File: src/rtl/sram_1p_req_ctrl.sv
// ---------------------------------------------------------------------------
// sram_1p_req_ctrl
//
// Requester-side controller for a single-port SRAM macro (2**ADDR_BITS words
// of DATA_WIDTH bits). After reset, or when CLR is pulsed while running, the
// controller zero-fills the whole array. Then it forwards client read and
// write requests to the macro pins. Read data arriving on Q is captured into
// a small response FIFO that the client drains over a valid/ready channel.
//
// Ports:
//   CLK, RST_N        clock, asynchronous active-low reset
//   CLR               request a zero-fill of the array (ignored while clearing)
//   INIT_DONE         high while in the RUN state
//   REQ_VALID/READY   request handshake; REQ_WE selects write (1) or read (0)
//   REQ_ADR, REQ_D    request address and write data
//   RSP_VALID/READY   response handshake; RSP_Q is the registered FIFO head
//   ME, WE, ADR, D    macro enable, write enable, address and write data
//   Q                 macro read data, valid the cycle after a read is issued
// ---------------------------------------------------------------------------
module sram_1p_req_ctrl #(
  parameter int ADDR_BITS  = 11,
  parameter int DATA_WIDTH = 64,
  parameter int RSP_DEPTH  = 4
) (
  input  logic                  CLK,
  input  logic                  RST_N,
  input  logic                  CLR,
  output logic                  INIT_DONE,
  input  logic                  REQ_VALID,
  output logic                  REQ_READY,
  input  logic                  REQ_WE,
  input  logic [ADDR_BITS-1:0]  REQ_ADR,
  input  logic [DATA_WIDTH-1:0] REQ_D,
  output logic                  RSP_VALID,
  input  logic                  RSP_READY,
  output logic [DATA_WIDTH-1:0] RSP_Q,
  output logic                  ME,
  output logic                  WE,
  output logic [ADDR_BITS-1:0]  ADR,
  output logic [DATA_WIDTH-1:0] D,
  input  logic [DATA_WIDTH-1:0] Q
);

  localparam int PTR_W = (RSP_DEPTH > 1) ? $clog2(RSP_DEPTH) : 1;
  localparam int CNT_W = $clog2(RSP_DEPTH + 1);
  localparam int OCC_W = CNT_W + 1;

  typedef enum logic {
    ST_CLEAR = 1'b0,
    ST_RUN   = 1'b1
  } state_e;

  state_e                state_q, state_d;
  logic [ADDR_BITS-1:0]  clrCnt_q, clrCnt_d;
  logic                  rdPend_q, rdPend_d;
  logic [DATA_WIDTH-1:0] fifoMem_q [RSP_DEPTH];
  logic [PTR_W-1:0]      wrPtr_q, rdPtr_q;
  logic [CNT_W-1:0]      fifoCount_q;
  logic [OCC_W-1:0]      occ;
  logic                  reqReady;
  logic                  accept;
  logic                  meRaw;
  logic                  weRaw;
  logic                  push;
  logic                  pop;

  // Credits are counted from registered state only: entries already in the
  // FIFO plus a read whose data is still on its way from the macro. This keeps
  // REQ_READY free of any path from REQ_VALID, REQ_WE or RSP_READY.
  assign occ = OCC_W'(fifoCount_q) + OCC_W'(rdPend_q);

  // Next-state and macro-pin logic. While clearing, the counter walks every
  // address writing zeros; in RUN an accepted request drives the macro in the
  // same cycle. ADR/D follow the request inputs when idle so the pins do not
  // need their own registers.
  always_comb begin
    state_d  = state_q;
    clrCnt_d = clrCnt_q;
    rdPend_d = 1'b0;
    reqReady = 1'b0;
    accept   = 1'b0;
    meRaw    = 1'b0;
    weRaw    = 1'b0;
    ADR      = REQ_ADR;
    D        = REQ_D;
    case (state_q)
      ST_CLEAR: begin
        meRaw    = 1'b1;
        weRaw    = 1'b1;
        ADR      = clrCnt_q;
        D        = '0;
        clrCnt_d = clrCnt_q + ADDR_BITS'(1);
        if (clrCnt_q == {ADDR_BITS{1'b1}}) begin
          state_d = ST_RUN;
        end
      end
      ST_RUN: begin
        reqReady = !CLR && (occ < OCC_W'(RSP_DEPTH));
        accept   = REQ_VALID && reqReady;
        meRaw    = accept;
        weRaw    = accept && REQ_WE;
        rdPend_d = accept && !REQ_WE;
        if (CLR) begin
          state_d  = ST_CLEAR;
          clrCnt_d = '0;
        end
      end
      default: begin
        state_d  = ST_CLEAR;
        clrCnt_d = '0;
      end
    endcase
  end

  // The state register resets straight into CLEAR, so the reset value of the
  // enables would be 1; gating with RST_N keeps the macro idle during reset.
  assign ME        = meRaw && RST_N;
  assign WE        = weRaw && RST_N;
  assign REQ_READY = reqReady;
  assign INIT_DONE = (state_q == ST_RUN);

  // Control state registers: FSM state, clear counter and the one-cycle flag
  // marking that the macro's Q carries read data this cycle.
  always_ff @(posedge CLK or negedge RST_N) begin
    if (!RST_N) begin
      state_q  <= ST_CLEAR;
      clrCnt_q <= '0;
      rdPend_q <= 1'b0;
    end else begin
      state_q  <= state_d;
      clrCnt_q <= clrCnt_d;
      rdPend_q <= rdPend_d;
    end
  end

  // Response FIFO. Q is pushed unconditionally in the cycle after a read
  // accept (the credit check guarantees room), independent of the FSM state,
  // so a read issued just before CLR still gets its data captured.
  assign push      = rdPend_q;
  assign RSP_VALID = (fifoCount_q != '0);
  assign pop       = RSP_VALID && RSP_READY;
  assign RSP_Q     = fifoMem_q[rdPtr_q];

  always_ff @(posedge CLK or negedge RST_N) begin
    if (!RST_N) begin
      for (int i = 0; i < RSP_DEPTH; i++) begin
        fifoMem_q[i] <= '0;
      end
      wrPtr_q     <= '0;
      rdPtr_q     <= '0;
      fifoCount_q <= '0;
    end else begin
      if (push) begin
        fifoMem_q[wrPtr_q] <= Q;
        wrPtr_q <= (wrPtr_q == PTR_W'(RSP_DEPTH - 1)) ? '0 : wrPtr_q + PTR_W'(1);
      end
      if (pop) begin
        rdPtr_q <= (rdPtr_q == PTR_W'(RSP_DEPTH - 1)) ? '0 : rdPtr_q + PTR_W'(1);
      end
      case ({push, pop})
        2'b10:   fifoCount_q <= fifoCount_q + CNT_W'(1);
        2'b01:   fifoCount_q <= fifoCount_q - CNT_W'(1);
        default: fifoCount_q <= fifoCount_q;
      endcase
    end
  end

endmodule

File: config.mk
export PLATFORM = sky130hd
export DESIGN_NAME = sram_1p_req_ctrl
export DESIGN_NICKNAME = d
export VERILOG_FILES = /design/src/rtl/sram_1p_req_ctrl.sv
export SDC_FILE = /design/constraint.sdc
export NUM_CORES = 1
export LEC_CHECK = 0
export BUFFER_PORTS_ARGS = -buffer_cell sky130_fd_sc_hd__buf_2
export CORE_ASPECT_RATIO = 0.75
export CORE_UTILIZATION = 54
export DETAILED_ROUTE_END_ITERATION = 10
export GPL_ROUTABILITY_DRIVEN = 0
export PLACE_DENSITY = 0.9
export SLEW_MARGIN = 20
export SYNTH_ARGS = -nofsm -noshare
export SYNTH_HDL_FRONTEND = slang
export SYNTH_SLANG_ARGS = --single-unit
File: constraint.sdc
create_clock -name CLK -period 2.5 [get_ports CLK]
set_input_delay 0 -clock CLK [delete_from_list [all_inputs] [get_ports CLK]]
set_output_delay 0 -clock CLK [all_outputs]
set_load 0.05 [all_outputs]
# Word-level counts from Yosys, hierarchy flattened
# Index checks and enable logic that the tools add are counted.
[classes]
add_sub_neg = 6
muxes = 20
div = 0
shift = 0
bitwise = 3
order_cmp = 4
n_mul = 0
eq_ne = 6
n_reduce_logical = 12
[ops]
columns = ["cell", "count"]
rows = [
  ["$bwmux 256", 1],
  ["$mux 64", 4],
  ["$bmux 64 s2", 1],
  ["$demux 64 s2", 1],
  ["$mux 11", 2],
  ["$pmux 11 s2", 1],
  ["$add 11x1->11 const B", 1],
  ["$eq 11x11->1 const B", 1],
  ["$logic_and 1x1->1", 8],
  ["$eq 2x2->1 const B", 3],
  ["$ge 3x3->1 const B", 2],
  ["$not 2->3", 2],
  ["$pmux 1 s2", 3],
  ["$pmux 3 s2", 1],
  ["$add 2x1->2 const B", 2],
  ["$add 3x1->4", 1],
  ["$lt 4x3->1 const B", 1],
  ["$mux 1", 4],
  ["$mux 2", 2],
  ["$add 3x1->3 const B", 1],
  ["$lt 3x1->1 const B", 1],
  ["$reduce_bool 3->1", 1],
  ["$sub 3x1->3 const B", 1],
  ["$eq 2x1->1 const B", 1],
  ["4 further kinds", 5],
]
[totals]
out_inout_bits = 144
elab_cells = 61
reg_bits = 276
latchBits = 0
input_bits = 145
memories = 0
rom_bits = 0
mem_bits_rw = 0

# Longest topological paths before layout
# Gate-level depths: netlist of run 1.
[logic_depth]
word_depth = 7
mapped_depth = 9
ltp_nobuf = 9

# Least setup slack after synthesis of run 1
# Ideal clock, no wire load.
[synth_timing]
path_kind = "register to output"
start = "register state_q (netlist: INIT_DONE)"
end = "output ADR[7]"
setup_slack_ns = 0.384
arrival_ns = 2.116
stages_incl_launch_ff = 4
n_path_buf = 2
required_time_ns = 2.500
cell_sequence = "dfrtp_1 > buf_2 > clkbuf_1 > o21ai_0"
[synth_between]
elab_chain_len = 1
[synth_rtl]
columns = ["element", "line", "source"]
rows = [
  ["from (decl)", "53", "state_e state_q, state_d;"],
  ["from (signal assigned)", "130", "state_q <= state_d;"],
  ["$mux 11", "86", "case (state_q)"],
  ["to (decl)", "39", "output logic [ADDR_BITS-1:0] ADR,"],
]
# Every way passes these cells.

# Final worst setup path of run 1
[layout_timing]
start = "register rdPtr_q[0]"
end = "output RSP_Q[54]"
[layout_between]
elab_chain_len = 4
[layout_rtl]
columns = ["element", "line", "source"]
rows = [
  ["from (decl)", "57", "logic [PTR_W-1:0] wrPtr_q, rdPtr_q;"],
  ["from (signal assigned)", "158", "rdPtr_q <= (rdPtr_q == PTR_W'(RSP_DEPTH - 1)) ? '0 : rdPtr_q + PTR_W'(1);"],
  ["$not 2->3 (implied by the code)", "142", "assign RSP_Q = fifoMem_q[rdPtr_q];"],
  ["$bmux 64 s2", "142", ""],
  ["$mux 64 (implied by the code) (2 in series)", "142", ""],
  ["to (decl)", "36", "output logic [DATA_WIDTH-1:0] RSP_Q,"],
]
# Every way passes these cells. The select of a mux whose other input is x is not followed.

==> impl_metrics.env, run 1 <==
export IMPL_outcome="completed"
export IMPL_tightest_slew_ns=0.798
export IMPL_die_w_um=178
export IMPL_wl_per_cell_um=20.1
export IMPL_syn_inst=812
export IMPL_max_slew_margin_pct=46.8
export IMPL_place_port_buffers=288
export IMPL_ctsHtreeMaxLevel=1
export IMPL_io_pins=289
export IMPL_core_area_um2=22500
export IMPL_synthesis_area_um2=12600
export IMPL_numCtsBuffers=27
export IMPL_startpoint_type="flop"
export IMPL_clkLatencyLatePin_ns=0.52
export IMPL_first_pass_iters=4
export IMPL_synth_common_cells="dfrtp_1 (276), mux2_2 (267), and2_1 (65)"
export IMPL_cts_sinks=276
export IMPL_finalWirelength_um=29800
export IMPL_cts_root_buf="clkbuf_16"
export IMPL_grt_ovfl_total=0
export IMPL_drc=0
export IMPL_cp_arrival_ns=2.29
export IMPL_endpoint_kind="output pin"
export IMPL_synth_nets=965
export IMPL_drive_gt1_share_pct=58.1
export IMPL_stdcell_area_um2=16000
export IMPL_fp_row_count=47
export IMPL_avgViaCountPerCell=5.59
export IMPL_ant_nets=0
export IMPL_period_needed_ns=2.29
export IMPL_grt_use_total_pct=25.5
export IMPL_grt_pass1_vias=8870
export IMPL_drv_cap=0
export IMPL_report_final_slew_viol_count=0
export IMPL_die_area_um2=23900
export IMPL_first_iter_violations=480
export IMPL_setup_viol=0
export IMPL_crit_type="flop to output pin"
export IMPL_fmax_ghz=0.437
export IMPL_cellPowerDensity_nw_per_um2=955
export IMPL_top_layer="met4"
export IMPL_synth_top_cell_area_share_pct=54.9
export IMPL_num_vias=8266
export IMPL_utilization_pct=71.1
export IMPL_n_antenna_cell=0
export IMPL_fillers=1421
export IMPL_finalCritPeriodShare_pct=91.6
export IMPL_grt_pass1_wl_um=47300
export IMPL_tns_ns=0
export IMPL_async_flop_share_pct=100
export IMPL_clock_skew_ns=0.0106
export IMPL_nets=1319
export IMPL_cts_resized_gates=0
export IMPL_dr_wl_met3_um=1880
export IMPL_grt_max_degree=148
export IMPL_placed_cell_area_um2=14400
export IMPL_timing_rr_start="push$_DFF_PN0_"
export IMPL_area_growth_pct=27.0
export IMPL_regToRegSetupSlack_ns=0.29
export IMPL_worst_hold_slack_ns=0.131
export IMPL_dr_wl_met2_um=14700
export IMPL_worst_path_max_fanout=20
export IMPL_ys_seq_area_share_pct=54.9
export IMPL_cts_tree="built"
export IMPL_hold_path_class="input pin to asynchronous set/reset pin"
export IMPL_timing_final_hold_violations=0
export IMPL_synth_most_common_cell="dfrtp_1"
export IMPL_ys_ff_latch=276
export IMPL_rsz0062_at_grt="no"
export IMPL_avgSynthCellArea_um2=15.5
export IMPL_synth_edf_count=0
export IMPL_clk_path_buf_depth=3
export IMPL_grt_antenna_before_repair=0
export IMPL_synth_top_cell_by_area="dfrtp_1"
export IMPL_start_util_pct=56.0
export IMPL_synth_distinct_cells=36
export IMPL_ir_worst_vdd_uv=1150
export IMPL_p_leak_nw=7.27
export IMPL_reg2reg_to="push$_DFF_PN0_"
export IMPL_clk_pin_slew_ns=0.06
export IMPL_ys_flop_type="dfrtp_1"
export IMPL_cp_required_ns=2.50
export IMPL_drt_met1_wl_um=12700
export IMPL_ys_top_cells_by_area="dfrtp_1 (55%), mux2_2 (24%), mux4_2 (11%), and2_1 (3.2%), buf_2 (1.3%)"
export IMPL_r2r_cells=4
export IMPL_ys_warn_count=0
export IMPL_die_height_um=134
export IMPL_dpl_hpwl_um=18500
-- state kept, by name, summed over array words and instances (netlist names) --
| name | cells |
|---|---|
| wrPtr_q | 2 |
| rdPtr_q | 2 |
| INIT_DONE | 1 |
| push | 1 |
| clrCnt_q | 11 |
| fifoMem_q | 256 |
| fifoCount_q | 3 |
-- area by class of cell --
class | count | area [µm²] | share of cell area [%]
Sequential cell | 276 | 6910 | 43.3
Multi-Input combinational cell | 475 | 5400 | 33.8
Timing Repair Buffer | 375 | 2350 | 14.7
Clock buffer | 40 | 815 | 5.10
Tap cell | 294 | 368 | 2.30
Clock inverter | 9 | 81.3 | 0.509
Inverter | 11 | 41.3 | 0.259
-- metal layers --
layer / global-route usage, % / vias to the layer above
li1: - / 3688
met1: 34.5 / 4298
met2: 42.3 / 233
met3: 5.70 / 47
met4: 6.03 / 0
met5: 0 / -
-- placed cells by master, fill, tap and decap left out, drive strengths merged, types with 2 or more instances in the layout --
cell	instances
nand3	7
dfrtp	276
clkbuf	40
ha	7
and2	65
a31oi	2
o31ai	3
xor2	3
nor2	3
nand2	17
clkinv	5
clkinvlp	2
or3	3
a21oi	5
mux2	267
or4	2
mux4	64
dlygate4sd3	70
inv	12
xnor2	2
o211ai	2
o22ai	2
buf	305
o21ai	8
-- critical path, cell delays in order, from the launching register on --
cell     delay, ns
dfrtp_4       0.70
buf_12        0.27
mux4_2        0.56
buf_2         0.23
-- cell families after synthesis --
| logic type | count (synthesis) | share of synthesized area (%) |
|---|---|---|
| adders and majority gates | 8 | 0.855 |
| muxes | 332 | 35.4 |
| DFF | 276 | 54.9 |
| buffers and inverters | 61 | 2.27 |
| AOI/OAI and AO/OA | 26 | 1.29 |
| and+or+nand+nor | 104 | 4.90 |
| xor gates and xnor gates | 5 | 0.348 |
-- repair_timing --
| action | 4_1_cts | 5_1_grt |
|---|---|---|
| buffers inserted | 0 | 0 |
| setup endpoints to repair | 0 | 0 |
| hold buffers | 70 | 0 |
| endpoints found under the hold margin | 542 | 0 |
-- where the power goes --
group          total [mW]  internal, mW  leakage, nW  switching, mW
clock network        4.02          2.36        0.442           1.66
logic                5.99          2.05         3.60           3.95
registers            5.23          4.84         3.22          0.389
total                15.2          9.25         7.27           6.00
-- how the worst max path moves through the flow --
stage	slack [ns]	endpoint	cells after the start	start
after floorplan	0.38	ADR[7]	3	INIT_DONE$_DFF_PN0_
final	0.21	RSP_Q[54]	3	rdPtr_q[0]$_DFFE_PN0N_
after CTS	0.15	RSP_Q[7]	3	rdPtr_q[0]$_DFFE_PN0N_
after global routing	0.09	ME	4	push$_DFF_PN0_
after global placement	0.67	fifoCount_q[1]$_DFFE_PN0P_	7	fifoCount_q[0]$_DFFE_PN0P_
after detailed placement	0.59	fifoCount_q[2]$_DFFE_PN0P_	9	fifoCount_q[0]$_DFFE_PN0P_
-- per-stage QoR --
step	std cells	total power [mW]	setup slack [ns]
3_3_place_gp	1361	11.1	0.670
3_5_place_dp	1361	11.2	0.594
2_1_floorplan	812	9.75	0.384
5_1_grt	1480	15.9	0.0930
6_report	1480	15.2	0.210
4_1_cts	1480	15.3	0.154
Power figures use the tool's default switching activity.
==> inputs of run 2 (changes only) <==
--- a/config.mk
+++ b/config.mk
@@ -10,7 +10,9 @@
 export CORE_UTILIZATION = 54
 export DETAILED_ROUTE_END_ITERATION = 10
 export GPL_ROUTABILITY_DRIVEN = 0
+export HOLD_SLACK_MARGIN = 0.02
 export PLACE_DENSITY = 0.9
+export RECOVER_POWER = 50
 export SLEW_MARGIN = 20
 export SYNTH_ARGS = -nofsm -noshare
 export SYNTH_HDL_FRONTEND = slang
==> constraint.sdc (replaced) <==
create_clock -name CLK -period 2.4 [get_ports CLK]
set_input_delay 0 -clock CLK [delete_from_list [all_inputs] [get_ports CLK]]
set_output_delay 0 -clock CLK [all_outputs]
set_load 0.05 [all_outputs]
==> impl_metrics.env, run 2 (synthesized netlist as in run 1, its figures left out) <==
export IMPL_io_pins=289
export IMPL_startpoint_type="flop"
export IMPL_crit_type="flop to flop"
export IMPL_power_total_mw=16.2
export IMPL_clock_skew_ns=0.00713
export IMPL_cts_root_buf="clkbuf_16"
export IMPL_core_area_um2=22500
export IMPL_grt_pass1_vias=9078
export IMPL_final_cells=1483
export IMPL_worst_path_max_fanout=40
export IMPL_rsz0062_at_grt="no"
export IMPL_layout_common_cells="buf_2 (285), dfrtp_1 (273), mux2_2 (266)"
export IMPL_finalWirelength_um=30200
export IMPL_numCtsBuffers=27
export IMPL_combinationalPowerShare_pct=39.6
export IMPL_critPathBufInv=1
export IMPL_drv_cap=2
export IMPL_setup_viol=0
export IMPL_clk_pin_slew_ns=0.07
export IMPL_seqPwrFrac_pct=33.3
export IMPL_cts_tree="built"
export IMPL_grt_pass1_wl_um=48600
export IMPL_die_height_um=134
export IMPL_hold_path_class="input pin to flop"
export IMPL_path_delay_family="buffers and inverters"
export IMPL_p_leak_nw=7.29
export IMPL_n_antenna_cell=0
export IMPL_outcome="finished with violations"
export IMPL_first_iter_violations=509
export IMPL_worst_slack_ns=0.176
export IMPL_finalCritPeriodShare_pct=92.7
export IMPL_slowest_delay_ns=0.94
export IMPL_placed_cell_area_um2=14400
export IMPL_endpoint_kind="flop"
export IMPL_fmax_ghz=0.450
export IMPL_stdcell_area_um2=16000
export IMPL_placed_cells=1360
export IMPL_utilization_pct=71.3
export IMPL_largest_reg_flops=256
export IMPL_place_port_buffers=288
export IMPL_ant_nets=0
export IMPL_regToRegSetupSlack_ns=0.18
export IMPL_nets=1322
export IMPL_cts_sinks=276
export IMPL_timing_final_hold_violations=0
export IMPL_switching_share_pct=39.0
export IMPL_start_util_pct=56.0
export IMPL_drc=0
export IMPL_cellPowerDensity_nw_per_um2=1010
export IMPL_grt_ovfl_total=0
export IMPL_max_slew_margin_pct=-24.2
export IMPL_crit_chain="ha_1, nand2_1, clkbuf_2, mux2_2"
export IMPL_avgViaCountPerCell=5.58
export IMPL_worst_hold_slack_ns=0.289
export IMPL_die_w_um=178
export IMPL_ir_worst_vdd_uv=917
export IMPL_fillers=1415
export IMPL_final_common_cell="buf_2"
export IMPL_slowest_stage="clkbuf_2"
export IMPL_ctsHtreeMaxLevel=1
export IMPL_drive_gt1_share_pct=57.5
export IMPL_tns_ns=0
export IMPL_dpl_hpwl_um=19000
export IMPL_power_switching_mw=6.31
export IMPL_violations="capacitance limit, slew limit"
export IMPL_period_needed_ns=2.22
export IMPL_tightest_slew_ns=1.86
export IMPL_fp_row_count=47
export IMPL_grt_use_total_pct=26.1
export IMPL_cp_required_ns=2.80
export IMPL_largestRegisters="fifoMem_q (256), clrCnt_q (11), fifoCount_q (3)"
export IMPL_grt_max_degree=142
export IMPL_area_growth_pct=27.4
export IMPL_cp_arrival_ns=2.62
export IMPL_internal_power_mw=9.89
export IMPL_first_pass_iters=4
export IMPL_report_final_slew_viol_count=265
export IMPL_p_clk_share_pct=27.0
export IMPL_dp_slack_ns=0.429
export IMPL_die_area_um2=23900
export IMPL_clk_path_buf_depth=3
export IMPL_grt_antenna_before_repair=0
export IMPL_largest_register="fifoMem_q"
export IMPL_wl_per_cell_um=20.3
export IMPL_num_vias=8271
export IMPL_clkLatencyLatePin_ns=0.52
==> run 2: final timing paths <==
check | startpoint | end | cells past startpoint
max | wrPtr_q[0]$_DFFE_PN0P_ | fifoMem_q[15]$_DFFE_PN0P_ | 4
min | Q[5] | fifoMem_q[69]$_DFFE_PN0P_ | 3
max reg2reg | wrPtr_q[0]$_DFFE_PN0P_ | fifoMem_q[15]$_DFFE_PN0P_ | 4
min reg2reg | fifoCount_q[2]$_DFFE_PN0P_ | fifoCount_q[2]$_DFFE_PN0P_ | 1
max in group asynchronous | RST_N | fifoMem_q[193]$_DFFE_PN0P_ | 3
min in group asynchronous | RST_N | fifoMem_q[12]$_DFFE_PN0P_ | 3
==> run 2: layer usage <==
| metal | vias up | wire, µm | track usage [%] | share of wire (%) |
|---|---|---|---|---|
| met5 | - | 0 | 0 | 0 |
| met4 | 0 | 619 | 6.31 | 2.1 |
| met3 | 53 | 1520 | 4.82 | 5.0 |
| met2 | 236 | 14800 | 43.5 | 49 |
| met1 | 4293 | 13200 | 35.6 | 44 |
| li1 | 3689 | - | - | - |
==> run 2: final cells by class <==
| class | count | area (µm²) | area share [%] |
|---|---|---|---|
| clock buffers | 40 | 795 | 4.96 |
| clock inverters | 9 | 133 | 0.828 |
| repair buffers | 378 | 2380 | 14.8 |
| flip-flops and latches | 276 | 6920 | 43.2 |
| inverters | 11 | 41.3 | 0.258 |
| well taps | 294 | 368 | 2.30 |
| multi-input cells | 475 | 5390 | 33.7 |
==> run 2: timing repair <==
item,CTS,global route
hold buffers,70,0
setup buffers,0,4
setup endpoints to repair,0,14
resized for setup,0,1
endpoints found under the hold margin,546,0
==> run 2: worst reg2reg max path, cell delays in order (launching register included) <==
cell and delay [ns]:
dfrtp_1 0.41, ha_1 0.22, nand2_1 0.09, clkbuf_2 0.94, mux2_2 0.45
==> run 2: power groups by stage <==
stage | logic, mW | clock network [mW] | registers [mW]
4_1_cts | 6.32 | 4.46 | 5.47
2_1_floorplan | 4.85 | 0 | 5.31
6_report | 6.42 | 4.38 | 5.40
5_1_grt | 6.72 | 4.65 | 5.45
3_5_place_dp | 6.19 | 0 | 5.55
3_3_place_gp | 6.08 | 0 | 5.51
==> inputs of run 3 (changes only) <==
--- a/config.mk
+++ b/config.mk
@@ -7,6 +7,7 @@
 export LEC_CHECK = 0
 export BUFFER_PORTS_ARGS = -buffer_cell sky130_fd_sc_hd__buf_2
 export CORE_ASPECT_RATIO = 0.75
+export CORE_MARGIN = 8
 export CORE_UTILIZATION = 54
 export DETAILED_ROUTE_END_ITERATION = 10
 export GPL_ROUTABILITY_DRIVEN = 0
==> impl_metrics.env, run 3 (synthesized netlist as in run 1, its figures left out) <==
export IMPL_crit_type="flop to output pin"
export IMPL_ctsHtreeMaxLevel=1
export IMPL_start_util_pct=54.8
export IMPL_endpoint="ADR[0]"
export IMPL_drive_gt1_share_pct=57.9
export IMPL_cellPowerDensity_nw_per_um2=1020
export IMPL_report_final_slew_viol_count=0
export IMPL_first_iter_violations=414
export IMPL_place_port_buffers=288
export IMPL_cp_arrival_ns=2.23
export IMPL_internal_power_mw=10.0
export IMPL_fp_row_count=48
export IMPL_startpoint="INIT_DONE$_DFF_PN0_"
export IMPL_p_clk_share_pct=28.3
export IMPL_min_path_cells=3
export IMPL_fmax_ghz=0.449
export IMPL_cp_required_ns=2.40
export IMPL_largestRegisters="fifoMem_q (256), clrCnt_q (11), fifoCount_q (3)"
export IMPL_wl_per_cell_um=21.6
export IMPL_cts_root_buf="clkbuf_16"
export IMPL_grt_pass1_vias=9253
export IMPL_core_area_um2=22900
export IMPL_final_common_cell="buf_2"
export IMPL_layout_common_cells="buf_2 (287), dfrtp_1 (273), mux2_2 (267)"
export IMPL_regToRegSetupSlack_ns=0.23
export IMPL_largest_reg_flops=256
export IMPL_multi_input_area_um2=5400
export IMPL_power_switching_mw=6.27
export IMPL_reg2reg_to="fifoMem_q[99]$_DFFE_PN0P_"
export IMPL_clk_path_buf_depth=3
export IMPL_timing_rr_start="wrPtr_q[0]$_DFFE_PN0P_"
export IMPL_finalWirelength_um=31900
export IMPL_drv_cap=0
export IMPL_setup_viol=0
export IMPL_avgViaCountPerCell=5.55
export IMPL_endpoint_kind="output pin"
export IMPL_hold_path_class="input pin to flop"
export IMPL_rsz0062_at_grt="no"
export IMPL_seq_area_um2=6910
export IMPL_grt_pass1_wl_um=51800
export IMPL_switching_share_pct=38.4
export IMPL_die_w_um=192
export IMPL_tns_ns=0
export IMPL_io_pins=289
export IMPL_clock_skew_ns=0.0113
export IMPL_cts_setup_buffers=0
export IMPL_ant_nets=0
export IMPL_startpoint_type="flop"
export IMPL_die_area_um2=28500
export IMPL_period_needed_ns=2.23
export IMPL_grt_antenna_before_repair=2
export IMPL_nets=1317
export IMPL_dpl_hpwl_um=20700
export IMPL_cts_tree="built"
export IMPL_num_vias=8222
export IMPL_finalCritPeriodShare_pct=92.7
export IMPL_grt_ovfl_total=0
export IMPL_outcome="completed"
export IMPL_p_leak_nw=7.27
export IMPL_grt_use_total_pct=22.6
export IMPL_first_pass_iters=5
export IMPL_combinationalPowerShare_pct=38.8
export IMPL_area_growth_pct=27.1
export IMPL_seqPwrFrac_pct=32.9
export IMPL_clkLatencyLatePin_ns=0.51
export IMPL_clk_pin_slew_ns=0.06
export IMPL_utilization_pct=69.7
export IMPL_drc=0
export IMPL_fillers=1470
export IMPL_placed_cells=1365
export IMPL_worst_hold_slack_ns=0.301
export IMPL_r2r_cells=5
export IMPL_final_cells=1482
export IMPL_grt_max_degree=97
export IMPL_max_slew_margin_pct=13.9
export IMPL_cts_sinks=276
export IMPL_worst_path_max_fanout=59
export IMPL_largest_register="fifoMem_q"
export IMPL_tightest_slew_ns=1.29
export IMPL_numCtsBuffers=27
export IMPL_timing_final_hold_violations=0
export IMPL_ir_worst_vdd_uv=845
export IMPL_die_height_um=148
## run 3: area by class of cell
class / count / share of cell area (%)
clock inverters: 10 / 1.31
flip-flops and latches: 276 / 43.2
multi-input cells: 475 / 33.8
repair buffers: 373 / 14.2
clock buffers: 36 / 4.81
well taps: 300 / 2.35
diodes: 1 / 0.0157
inverters: 11 / 0.258
## run 3: worst min-delay path by stage
stage | start | endpoint
2_1_floorplan | RST_N | INIT_DONE$_DFF_PN0_
3_3_place_gp | RST_N | fifoMem_q[207]$_DFFE_PN0P_
3_5_place_dp | RST_N | fifoMem_q[207]$_DFFE_PN0P_
4_1_cts | RST_N | fifoMem_q[69]$_DFFE_PN0P_
5_1_grt | Q[48] | fifoMem_q[240]$_DFFE_PN0P_
6_report | Q[48] | fifoMem_q[48]$_DFFE_PN0P_
## run 3: metal layers
layer	GRT usage (%)	part of all wire [%]	vias to the layer above
li1	-	-	3688
met2	37.9	50	214
met5	0	0.041	-
met4	4.80	1.7	2
met1	30.4	43	4272
met3	4.14	5.3	46
## run 3: what timing repair did
item	4_1_cts	5_1_grt
endpoints found under the setup margin	0	6
hold buffers	70	0
hold endpoints to repair	546	0
gates resized for setup	0	1
## run 3: metrics by stage
| stage | total power [mW] | setup slack [ns] | area, µm² |
|---|---|---|---|
| final | 16.3 | 0.175 | 16000 |
| after global routing | 17.0 | 0.0523 | 16000 |
| after floorplan | 10.2 | 0.284 | 12600 |
| after CTS | 16.5 | 0.0652 | 16100 |
| after global placement | 11.6 | 0.562 | 14400 |
| after detailed placement | 11.7 | 0.459 | 14400 |
## run 3: critical path, cell delays in order (launching register included)
cell	delay [ns]
dfrtp_2	0.68
buf_6	0.36
mux2_2	0.42
buf_2	0.22
## run 3: power groups by stage
stage               combinational, mW  sequential [mW]  clock (mW)
finish                           6.32             5.37        4.62
global route                     6.65             5.41        4.91
CTS                              6.38             5.36        4.72
detailed placement               6.25             5.44           0
global placement                 6.16             5.40           0
floorplan                        4.85             5.31           0
